## config.mk

```make
export PLATFORM = sky130hd
export DESIGN_NAME = pair_sum_solver_flat
export DESIGN_NICKNAME = d
export VERILOG_FILES = /design/src/rtl/pair_sum_pkg.sv /design/src/rtl/pair_sum_solver_if.sv /design/src/rtl/pair_sum_alu.sv /design/src/rtl/pair_sum_solver.sv /design/src/flat_wrapper.sv
export SDC_FILE = /design/constraint.sdc
export NUM_CORES = 1
export LEC_CHECK = 0
export CAP_MARGIN = 20
export CORE_MARGIN = 2
export CORE_UTILIZATION = 45
export CTS_BUF_LIST = sky130_fd_sc_hd__clkbuf_2
export DETAILED_ROUTE_END_ITERATION = 8
export PLACE_DENSITY = 0.67
export SLEW_MARGIN = 0
export SYNTH_ARGS = -nofsm -noshare
export SYNTH_HDL_FRONTEND = slang
export SYNTH_SLANG_ARGS = --single-unit
```

## constraint.sdc

```tcl
create_clock -name clk -period 12.85 [get_ports clk]
set_input_delay 1.285 -clock clk [delete_from_list [all_inputs] [get_ports clk]]
set_output_delay 1.285 -clock clk [all_outputs]
set_load 0.005 [all_outputs]
```

## src/rtl/pair_sum_pkg.sv

```systemverilog
// pair_sum_pkg: shared width default and FSM state encodings for the pair-sum solver
package pair_sum_pkg;
    localparam int W_DEF = 8;
    localparam logic [2:0] S_IDLE  = 3'd0;
    localparam logic [2:0] S_ADD1  = 3'd1;
    localparam logic [2:0] S_ADD2  = 3'd2;
    localparam logic [2:0] S_SUB_A = 3'd3;
    localparam logic [2:0] S_SUB_B = 3'd4;
    localparam logic [2:0] S_SUB_C = 3'd5;
    localparam logic [2:0] S_DONE  = 3'd6;
    typedef enum logic [2:0] {
        IDLE  = S_IDLE,
        ADD1  = S_ADD1,
        ADD2  = S_ADD2,
        SUB_A = S_SUB_A,
        SUB_B = S_SUB_B,
        SUB_C = S_SUB_C,
        DONE  = S_DONE
    } state_t;
endpackage

```

## src/rtl/pair_sum_solver_if.sv

```systemverilog
// pair_sum_solver_if: input sum-triple and output operand handshake bundle
interface pair_sum_solver_if import pair_sum_pkg::*; #(parameter int W = W_DEF);
    logic         in_valid;
    logic         in_ready;
    logic [W:0]   sum_ab;
    logic [W:0]   sum_ac;
    logic [W:0]   sum_bc;
    logic         out_valid;
    logic         out_ready;
    logic [W-1:0] data_a;
    logic [W-1:0] data_b;
    logic [W-1:0] data_c;
    logic         err;
    modport master (
        output in_valid, sum_ab, sum_ac, sum_bc, out_ready,
        input  in_ready, out_valid, data_a, data_b, data_c, err
    );
    modport slave (
        input  in_valid, sum_ab, sum_ac, sum_bc, out_ready,
        output in_ready, out_valid, data_a, data_b, data_c, err
    );
endinterface

```

## src/rtl/pair_sum_alu.sv

```systemverilog
// pair_sum_alu: shared W+3-bit add/sub with a state-selected operand mux and range flags
module pair_sum_alu import pair_sum_pkg::*; #(parameter int W = W_DEF) (
    input  state_t       state,
    input  logic [W+2:0] acc,
    input  logic [W:0]   sum_ab,
    input  logic [W:0]   sum_ac,
    input  logic [W:0]   sum_bc,
    output logic [W+2:0] res,
    output logic         neg,
    output logic         over
);
    logic [W+2:0] half, op_x, op_y;
    logic         sub;
    // ADD1/ADD2 build the total; SUB_* subtract one sum from half the total
    always_comb begin
        half = acc >> 1;
        sub  = state == SUB_A || state == SUB_B || state == SUB_C;
        op_x = state == ADD1 ? {2'b00, sum_ab} : state == ADD2 ? acc : half;
        op_y = state == ADD1  ? {2'b00, sum_ac} :
               state == SUB_B ? {2'b00, sum_ac} :
               state == SUB_C ? {2'b00, sum_ab} : {2'b00, sum_bc};
        res  = sub ? op_x - op_y : op_x + op_y;
        neg  = res[W+2];
        over = !res[W+2] && |res[W+1:W];
    end
endmodule

```

## src/rtl/pair_sum_solver.sv

```systemverilog
// pair_sum_solver: recovers a, b, c from (a+b, a+c, b+c) over six sequenced steps
module pair_sum_solver import pair_sum_pkg::*; #(parameter int W = W_DEF) (
    input  logic              clk,
    input  logic              rst,
    pair_sum_solver_if.slave  bus
);
    state_t       state;
    logic [W:0]   cap_ab, cap_ac, cap_bc;
    logic [W+2:0] acc, res;
    logic [W-1:0] a_t, b_t, data_a, data_b, data_c;
    logic         a_bad, b_bad, neg, over, bad, out_valid, err;

    pair_sum_alu #(.W(W)) alu (
        .state  (state),
        .acc    (acc),
        .sum_ab (cap_ab),
        .sum_ac (cap_ac),
        .sum_bc (cap_bc),
        .res    (res),
        .neg    (neg),
        .over   (over)
    );

    assign bad           = acc[0] | a_bad | b_bad | neg | over;
    assign bus.in_ready  = state == IDLE;
    assign bus.out_valid = out_valid;
    assign bus.err       = err;
    assign bus.data_a    = data_a;
    assign bus.data_b    = data_b;
    assign bus.data_c    = data_c;

    // Sequencer: capture, accumulate total, derive each operand, then hold until taken
    always_ff @(posedge clk or posedge rst) begin
        if (rst) begin
            state     <= IDLE;
            cap_ab    <= '0;
            cap_ac    <= '0;
            cap_bc    <= '0;
            acc       <= '0;
            a_t       <= '0;
            b_t       <= '0;
            a_bad     <= 1'b0;
            b_bad     <= 1'b0;
            out_valid <= 1'b0;
            err       <= 1'b0;
            data_a    <= '0;
            data_b    <= '0;
            data_c    <= '0;
        end else begin
            case (state)
                IDLE: if (bus.in_valid) begin
                    cap_ab <= bus.sum_ab;
                    cap_ac <= bus.sum_ac;
                    cap_bc <= bus.sum_bc;
                    state  <= ADD1;
                end
                ADD1: begin
                    acc   <= res;
                    state <= ADD2;
                end
                ADD2: begin
                    acc   <= res;
                    state <= SUB_A;
                end
                SUB_A: begin
                    a_t   <= res[W-1:0];
                    a_bad <= neg | over;
                    state <= SUB_B;
                end
                SUB_B: begin
                    b_t   <= res[W-1:0];
                    b_bad <= neg | over;
                    state <= SUB_C;
                end
                SUB_C: begin
                    err       <= bad;
                    data_a    <= bad ? '0 : a_t;
                    data_b    <= bad ? '0 : b_t;
                    data_c    <= bad ? '0 : res[W-1:0];
                    out_valid <= 1'b1;
                    state     <= DONE;
                end
                DONE: if (bus.out_ready) begin
                    out_valid <= 1'b0;
                    state     <= IDLE;
                end
                default: state <= IDLE;
            endcase
        end
    end
endmodule

```

## src/flat_wrapper.sv

```systemverilog
// flat-port wrapper written by rule: the top's interface ports become plain ports
module pair_sum_solver_flat import pair_sum_pkg::*;
#(parameter int W = W_DEF)
  (clk, rst, bus_in_valid, bus_sum_ab, bus_sum_ac, bus_sum_bc, bus_out_ready, bus_in_ready, bus_out_valid, bus_data_a, bus_data_b, bus_data_c, bus_err);
  pair_sum_solver_if #(.W(W)) bus_i ();
  input  logic clk;
  input  logic rst;
  input wire logic [$bits(bus_i.in_valid)-1:0] bus_in_valid;
  input wire logic [$bits(bus_i.sum_ab)-1:0] bus_sum_ab;
  input wire logic [$bits(bus_i.sum_ac)-1:0] bus_sum_ac;
  input wire logic [$bits(bus_i.sum_bc)-1:0] bus_sum_bc;
  input wire logic [$bits(bus_i.out_ready)-1:0] bus_out_ready;
  output wire logic [$bits(bus_i.in_ready)-1:0] bus_in_ready;
  output wire logic [$bits(bus_i.out_valid)-1:0] bus_out_valid;
  output wire logic [$bits(bus_i.data_a)-1:0] bus_data_a;
  output wire logic [$bits(bus_i.data_b)-1:0] bus_data_b;
  output wire logic [$bits(bus_i.data_c)-1:0] bus_data_c;
  output wire logic [$bits(bus_i.err)-1:0] bus_err;
  assign bus_i.in_valid = bus_in_valid;
  assign bus_i.sum_ab = bus_sum_ab;
  assign bus_i.sum_ac = bus_sum_ac;
  assign bus_i.sum_bc = bus_sum_bc;
  assign bus_i.out_ready = bus_out_ready;
  assign bus_in_ready = bus_i.in_ready;
  assign bus_out_valid = bus_i.out_valid;
  assign bus_data_a = bus_i.data_a;
  assign bus_data_b = bus_i.data_b;
  assign bus_data_c = bus_i.data_c;
  assign bus_err = bus_i.err;
  pair_sum_solver #(.W(W)) u_core (.clk(clk), .rst(rst), .bus(bus_i));
endmodule
```

; ---- Word-level counts from Yosys, hierarchy flattened
; Cells that the tools add are included.
[totals]
reg_bits = 85
output_inout_bits = 27
[classes]
n_addsub = 2
eq_ne = 8
muxes = 14
bitwise = 5
reduce_logical = 11
[ops]
columns = cell, n
row1 = $mux W11, 3
row2 = $mux W9, 3
row3 = $mux W8, 3
row4 = $pmux W3 S7, 1
row5 = $add A11 B9 Y11, 1
row6 = $sub A11 B9 Y11, 1
row7 = $eq A3 B3 Y1 const B, 3
row8 = $eq A3 B2 Y1 const B, 2
row9 = $mux W3, 2
row10 = $reduce_and A2 Y1, 3
row11 = $or A1 B1 Y1, 5
row12 = $ne A2 B2 Y1 const B, 2
row13 = $reduce_or A2 Y1, 2
row14 = $eq A3 B1 Y1 const B, 1
row15 = $logic_not A3 Y1, 1
row16 = $logic_or A1 B1 Y1, 2
row17 = $pmux W1 S2, 1
row18 = $reduce_bool A2 Y1, 1
row19 = $logic_and A1 B1 Y1, 1
row20 = $logic_not A1 Y1, 1
row21 = $mux W1, 1

; ---- Logic depth before layout (Yosys ltp)
; Gate-level depths: netlist (run 1).
[depth]
ltp_word = 10
mapped_depth = 18
ltp_nobuf = 14

; ---- By module
; A second synthesis (run 1) with hierarchy kept.
[unflattened]
hier_cells = 490
hier_area_um2 = 5033.6
[by_module_without_submodules]
columns = mod, instances, cells_each, area_per_inst_um2
row1 = pair_sum_solver, 1, 258, 3500.9
row2 = pair_sum_alu, 1, 232, 1532.7

; ---- Least setup slack after synthesis (run 1)
; No wires, ideal clock.
[synth_timing]
kind = reg2reg
from = register u_core.state[2]
to = register u_core.data_c[6], in the netlist u_core.bus.data_c[6]
t_arrival_ps = 4031
required_ps = 12773
path_slack_ps = 8742
stages_incl_launch_ff = 19
n_path_buf = 4
synth_period_minus_slack_ps = 4108
path_cell_list = dfrtp_1 > buf_6 > buf_4 > clkbuf_1 > nor3b_1 > a21oi_1 > o22ai_1 > ha_1 > o211ai_2 > o21ai_1 > xnor2_1 > ha_1 > a21oi_1 > o21ai_1 > nor4b_1 > a2111oi_2 > or4b_1 > clkbuf_1 > o21ai_1
[synth_via]
elab_chain_len = 10
word_cells_on_any_way = 21
classes_between = 2 x add/sub / 5 x eq/ne / 7 x mux / 2 x bitwise / 5 x reduce/logical
[synth_rtl]
columns = element, line
row1 = start: declaration, pair_sum_solver.sv:7  ; state_t state;
row2 = start signal: assignment, pair_sum_solver.sv:35  ; state <= IDLE;
row3 = start signal: assignment, pair_sum_solver.sv:55  ; state <= ADD1;
row4 = start signal: assignment, pair_sum_solver.sv:59  ; state <= ADD2;
row5 = $eq A3 B3 Y1, "pair_sum_alu.sv:17, pair_sum_alu.sv:21, pair_sum_solver.sv:50"
row6 = $mux W9, pair_sum_alu.sv:21  ; state == SUB_C ? {2'b00, sum_ab} : {2'b00, sum_bc};
row7 = $mux W9, pair_sum_alu.sv:20  ; state == SUB_B ? {2'b00, sum_ac} :
row8 = $mux W9, pair_sum_alu.sv:19  ; op_y = state == ADD1 ? {2'b00, sum_ac} :
row9 = $add A11 B9 Y11 / $sub A11 B9 Y11 (equally long branches), pair_sum_alu.sv:22  ; res = sub ? op_x - op_y : op_x + op_y;
row10 = $mux W11, pair_sum_alu.sv:22
row11 = $reduce_or A2 Y1 / $logic_not A1 Y1 (equally long branches), pair_sum_alu.sv:24  ; over = !res[W+2] && |res[W+1:W];
row12 = $logic_and A1 B1 Y1, pair_sum_alu.sv:24
row13 = $or A1 B1 Y1, pair_sum_solver.sv:24  ; assign bad = acc[0] | a_bad | b_bad | neg | over;
row14 = $mux W8, pair_sum_solver.sv:79  ; data_c <= bad ? '0 : res[W-1:0];
row15 = end signal: assignment, pair_sum_solver.sv:79
row16 = end: declaration, pair_sum_solver.sv:10  ; logic [W-1:0] a_t, b_t, data_a, data_b, data_c;
; Several ways; a longest one is shown, not always the timed one.
; A chain may end at the register's enable or synchronous reset.

; ---- Final worst setup path (run 1)
[layout_timing]
from = register u_core.state[1]
to = register u_core.data_a[7], in the netlist u_core.bus.data_a[7]
[layout_via]
elab_chain_len = 10
word_cells_on_any_way = 21
classes_between = 2 x add/sub / 5 x eq/ne / 7 x mux / 2 x bitwise / 5 x reduce/logical
[layout_rtl]
columns = element, line
row1 = $eq A3 B3 Y1, "pair_sum_alu.sv:17, pair_sum_alu.sv:21, pair_sum_solver.sv:50"
row2 = $mux W9, pair_sum_alu.sv:21
row3 = $mux W9, pair_sum_alu.sv:20
row4 = $mux W9, pair_sum_alu.sv:19
row5 = $add A11 B9 Y11 / $sub A11 B9 Y11 (equally long branches), pair_sum_alu.sv:22
row6 = $mux W11, pair_sum_alu.sv:22
row7 = $reduce_or A2 Y1 / $logic_not A1 Y1 (equally long branches), pair_sum_alu.sv:24
row8 = $logic_and A1 B1 Y1, pair_sum_alu.sv:24
row9 = $or A1 B1 Y1, pair_sum_solver.sv:24
row10 = $mux W8, pair_sum_solver.sv:77  ; data_a <= bad ? '0 : a_t;
row11 = end signal: assignment, pair_sum_solver.sv:77
row12 = end: declaration, pair_sum_solver.sv:10
; Several ways; a longest one is shown, not always the timed one.

==> metrics, run 1 <==
CTS root buf=clkbuf_2; nets=551; DR vias/cell=5.55; CP arrival=5670 ps; TNS Setup=0 ps; CP Capture Type=flop; main area contributors after synthesis=dfrtp_1 (47%), mux2_2 (4.9%), a21oi_1 (4.1%); CP cell instances=buf_4, o21ba_2, o22ai_1, ha_1, o211ai_2, o21ai_1, xnor2_1, ha_1, a21oi_1, o21ai_1, nor4b_1, a2111oi_2, nor4b_4, a22o_1; Required @ worst endpoint=13340 ps; Pins Over Slew Limit=0; max-cap viol count=0; hold crit path type=flop to flop; DR DRC count=0; largest net degree at the start of global routing=86; f_max=193 MHz; CTS tree=done; chip height=105 um; # fillers=906; GR Util met3=3.68%; Multi-input gate area=0.00228 mm^2; top_reg_cell synth=dfrtp_1; synth warn=0; Ports=58; area share of the leading cell type in the synthesized netlist=46.6%; number of inserted diodes=0; GRT Total Usage=19.3%; Clock Path Buffers=2; global-route wire length before repair=17300 um; Hold Buf Count CTS=0; # setup viols final=0; Die Footprint=0.0110 mm^2; CP top delay family=compound AO/OA/AOI/OAI gates; CP Launch Point=u_core.state[1]$_DFFE_PP0P_; minimum clock period=5170 ps; Final HPWL DP=7180 um; area grow syn2layout=18.8%; Worst-path clk slew=230 ps; worst-margin pin slew=1020 ps; class of the most critical setup path=flop to flop; largest area contributor in the netlist=dfrtp_1; register area share after synthesis=46.6%; Final Cycle Share=40.3%; number of buffers and inverters on the critical path=1; clock sink total=85; CP Max Fanout=40; met1 usage in global routing=25.3%; CTS resizes=0; register area=0.00213 mm^2; syn_area_per_cell=9.92 um^2; Slew headroom=31.6%; top cells by count, synth=dfrtp_1 (85), nor2_1 (47), nand2_1 (45); CP max-delay cell=nor4b_4; Cell variety after synth=58; initial antenna violation count=0; layout cell share with drive strength beyond 1=11.1%; total CTS buffers=9; DRT Wirelength=10100 um; RD Place Congestion=0.887; 1st-pass router iterations=5; RSZ-0062 raised after global routing=false; number of synthesized flops with an enable pin=0; CP max stage delay=910 ps; vias in the first global route=3523; Die X-Extent=105 um; initial core utilization=46.5%; met2 usage=32.2%; Synth Instances=460; H-tree Lvls=3; post-CTS setup buffers=0; Core Box Area=0.00982 mm^2; count leader, synth=dfrtp_1; PortBufs=57; Max Clock Skew=25.3 ps; #FFs+latches synth=85; DR WL/cell=15.6 um; Netlist Area Pre-Place=0.00456 mm^2; grt peak-use layer=met2; DRT antenna net count=0; Syn Nets=504; min-delay src=u_core.bus.data_c[4]$_DFFE_PP0P_; 1st-iter DRT viols=137; Worst Setup Start Kind=flop; worst-skew pair later-pin latency=550 ps; ys async rst share=100%; total gr overflow=0; via count=3582; status=complete, no violations; Row Count=36; Fin. Hold Viols=0; FF-to-FF Start=u_core.state[1]$_DFFE_PP0P_
## area by class of cell
class / count / share of cell area (%)
flip-flops and latches: 85 / 39.3
clock buffers: 9 / 0.831
repair buffers: 64 / 12.2
inverters: 9 / 0.647
well taps: 133 / 3.07
clock inverters: 7 / 1.89
multi-input cells: 338 / 42.1
## per-layer routing
layer | part of all wire (%) | up-vias
met5 | 0 | -
li1 | - | 1747
met1 | 44 | 1754
met3 | 4.4 | 16
met4 | 1.3 | 0
met2 | 50 | 65
## path summary, 6_finish.rpt
check                                                         to  slack [ps]  depth (start not counted)
worst max-delay path            u_core.bus.data_a[7]$_DFFE_PP0P_        7680                         14
worst min-delay path            u_core.bus.data_c[4]$_DFFE_PP0P_         520                          2
max in group asynchronous              u_core.a_t[7]$_DFFE_PP0N_       11160                          4
worst min register to register  u_core.bus.data_c[4]$_DFFE_PP0P_         520                          2
worst max register to register  u_core.bus.data_a[7]$_DFFE_PP0P_        7680                         14
min in group asynchronous           u_core.cap_ac[1]$_DFFE_PP0P_        1070                          3
## state kept, by name, summed over array words and instances (netlist names)
| register | count |
|---|---|
| u_core.b_t | 8 |
| u_core.bus.data_b | 8 |
| u_core.bus.data_a | 8 |
| u_core.acc | 11 |
| u_core.bus.out_valid | 1 |
| u_core.a_bad | 1 |
| u_core.bus.data_c | 8 |
| u_core.bus.err | 1 |
| u_core.state | 3 |
| u_core.b_bad | 1 |
| u_core.cap_bc | 9 |
| u_core.cap_ab | 9 |
| u_core.a_t | 8 |
| u_core.cap_ac | 9 |
## per-stage QoR
| step | util [%] | setup slack (ps) | cells | area [um^2] | hold slack (ps) |
|---|---|---|---|---|---|
| floorplan | - | 8740 | 460 | 4560 | 451 |
| global placement | 53.1 | 7840 | 627 | 5220 | 470 |
| detailed placement | 53.1 | 7800 | 627 | 5220 | 475 |
| CTS | 54.6 | 7750 | 643 | 5360 | 521 |
| global route | 55.2 | 7330 | 645 | 5420 | 542 |
| finish | 55.2 | 7680 | 645 | 5420 | 519 |
## tightest hold or removal path, stage by stage (launching register included)
cell and delay, ps:
dfrtp_1 400, nand2_1 50, o21ai_1 60
## cells in the final DEF, fill, tap and decap left out, types with 3 or more instances in the layout
master,n
dfrtp_1,85
clkdlybuf4s50_1,57
nor2_1,47
nand2_1,45
a21oi_1,37
o21ai_1,29
mux2_2,20
a22o_1,17
o21ai_0,16
mux2_1,13
ha_1,12
o22ai_1,11
clkbuf_2,9
xnor2_1,8
inv_1,6
nand2b_1,6
a21o_1,6
or4b_1,6
xor2_1,5
buf_4,5
o221ai_2,4
mux2i_1,4
nor3b_1,4
nor2b_1,4
a31oi_1,4
o211ai_1,3
nand3_1,3
and2_1,3
inv_6,3
## kinds of logic (layout without fill, tap and decap cells)
group / Yosys count / in the layout / share of synthesized area, %
compound gates: 143 / 143 / 20.5
simple gates: 132 / 132 / 14.2
flops: 85 / 85 / 46.6
mux: 37 / 37 / 9.02
buf+inv: 37 / 89 / 3.43
fa+ha+maj: 13 / 13 / 3.73
xor+xnor: 13 / 13 / 2.50
Power of run 1 is not shown: default switching activity piles up to over one toggle a cycle in this logic, so the estimate is an artifact.
==> run 2: changes to the inputs <==
- clock period: 12.85 -> 5.3 ns (I/O delays scaled with it)
==> run 2 against run 1 <==
Compared with the run above:
- clock-buffer cell count stayed put
- worst setup slack worse by 7000 ps
- via count is 0.42% higher
- highest routed layer unchanged
==> metrics, run 2 (synthesis results as in run 1) <==
total CTS buffers=9; initial core utilization=46.5%; CP max-delay cell=dfrtp_1; DRT Wirelength=10100 um; RD Place Congestion=0.853; Worst-path clk slew=240 ps; 1st-pass router iterations=4; hold crit path type=primary input to async pin; Core Box Area=0.00982 mm^2; # setup viols final=0; Max Clock Skew=45.2 ps; nets=554; post-CTS setup buffers=0; vias in the first global route=3514; CTS tree=done; Ports=58; DRT antenna net count=0; Worst Setup Start Kind=flop; Required @ worst endpoint=5780 ps; max-cap viol count=0; RSZ-0062 raised after global routing=false; Top reg by flops=u_core.acc; smallest hold slack=413 ps; PortBufs=57; commonest non-fill, non-tap cell in the layout=dfrtp_1; Die X-Extent=105 um; max reg flops=11; Clock Path Buffers=2; TNS Setup=0 ps; initial antenna violation count=0; worst r2r path cells=13; reg2reg setup slack=660 ps; CTS root buf=clkbuf_2; chip height=105 um; RR Endpoint=u_core.bus.data_c[0]$_DFFE_PP0P_; Row Count=36; worst-skew pair later-pin latency=550 ps; class of the most critical setup path=flop to flop; global-route wire length before repair=17200 um; FF-to-FF Start=u_core.state[2]$_DFFE_PP0P_; DR DRC count=0; largest net degree at the start of global routing=51; Hold Buf Count CTS=0; Final Cycle Share=87.6%; # fillers=930; Post-DP Area=0.00525 mm^2; DR vias/cell=5.56; via count=3597; Die Footprint=0.0110 mm^2; layout cell share with drive strength beyond 1=11.5%; DR WL/cell=15.6 um; clock sink total=85; H-tree Lvls=3; f_max=215 MHz; cell area after layout=0.00539 mm^2; 1st-iter DRT viols=173; worst-margin pin slew=858 ps; Slew headroom=42.8%; status=complete, no violations; CP Max Fanout=24; register area=0.00213 mm^2; fin util=54.9%; GRT Total Usage=19.6%; number of inserted diodes=0; CP max stage delay=890 ps; total gr overflow=0; most frequent cells in the layout=dfrtp_1 (85), clkdlybuf4s50_1 (57), nor2_1 (47), nand2_1 (45), a21oi_1 (37); Fin. Hold Viols=0; Final HPWL DP=7410 um; CP Capture Type=flop; minimum clock period=4640 ps; CP arrival=5130 ps; Pins Over Slew Limit=0; CP cell instances=buf_4, or4b_1, o221ai_1, o211ai_2, o21ai_1, xnor2_1, ha_1, a21oi_1, nand2b_1, o32ai_2, xnor2_1, or4b_1, o21ai_1; area grow syn2layout=18.1%; CTS resizes=0; Multi-input gate area=0.00228 mm^2
==> run 2: changes by cell type in the layout (fill, tap and decap cells not counted), sizes merged <==
| cell | delta |
|---|---|
| clkinv | +1 |
| bufinv | -1 |
| clkbuf | +1 |
| inv | -2 |
| clkinvlp | +1 |
| buf | +2 |
==> run 2: worst max-delay path: cells and delay by family (launching register included) <==
kind,cells,cell delay [ps]
AOI/OAI and AO/OA,6,1390
xor gates and xnor gates,2,350
adders and majority gates,1,310
buffers and inverters,1,370
DFF,1,890
and+or+nand+nor,3,1290
==> run 2: layout make-up <==
class	count	share of cell area, %
clock buffers	9	0.836
clock inverters	6	1.32
flip-flops and latches	85	39.5
well taps	133	3.09
inverters	9	0.650
repair buffers	67	12.3
multi-input cells	338	42.3
==> run 2: how the worst max path moves through the flow <==
| stage | startpoint | end | slack (ps) | cells past startpoint |
|---|---|---|---|---|
| 2_1_floorplan | u_core.state[2]$_DFFE_PP0P_ | u_core.bus.data_c[6]$_DFFE_PP0P_ | 1190 | 18 |
| 3_3_place_gp | u_core.state[2]$_DFFE_PP0P_ | u_core.bus.data_c[4]$_DFFE_PP0P_ | 890 | 13 |
| 3_5_place_dp | u_core.state[2]$_DFFE_PP0P_ | u_core.bus.data_c[2]$_DFFE_PP0P_ | 670 | 13 |
| 4_1_cts | u_core.state[2]$_DFFE_PP0P_ | u_core.bus.data_c[0]$_DFFE_PP0P_ | 650 | 13 |
| 5_1_grt | u_core.state[2]$_DFFE_PP0P_ | u_core.bus.data_c[0]$_DFFE_PP0P_ | 240 | 13 |
| 6_report | u_core.state[2]$_DFFE_PP0P_ | u_core.bus.data_c[0]$_DFFE_PP0P_ | 660 | 13 |
==> run 2: metal layers <==
metal,routed length [um],track usage (%)
met2,5010,34.3
met4,149,6.19
met3,340,3.56
met1,4610,24.7
met5,0,0
==> run 2: metrics by stage <==
stage	worst slack, ps	instances
2_1_floorplan	1190	460
3_3_place_gp	890	631
3_5_place_dp	672	631
4_1_cts	652	646
5_1_grt	243	647
6_report	656	647
Power of run 2 is left out for the same reason.
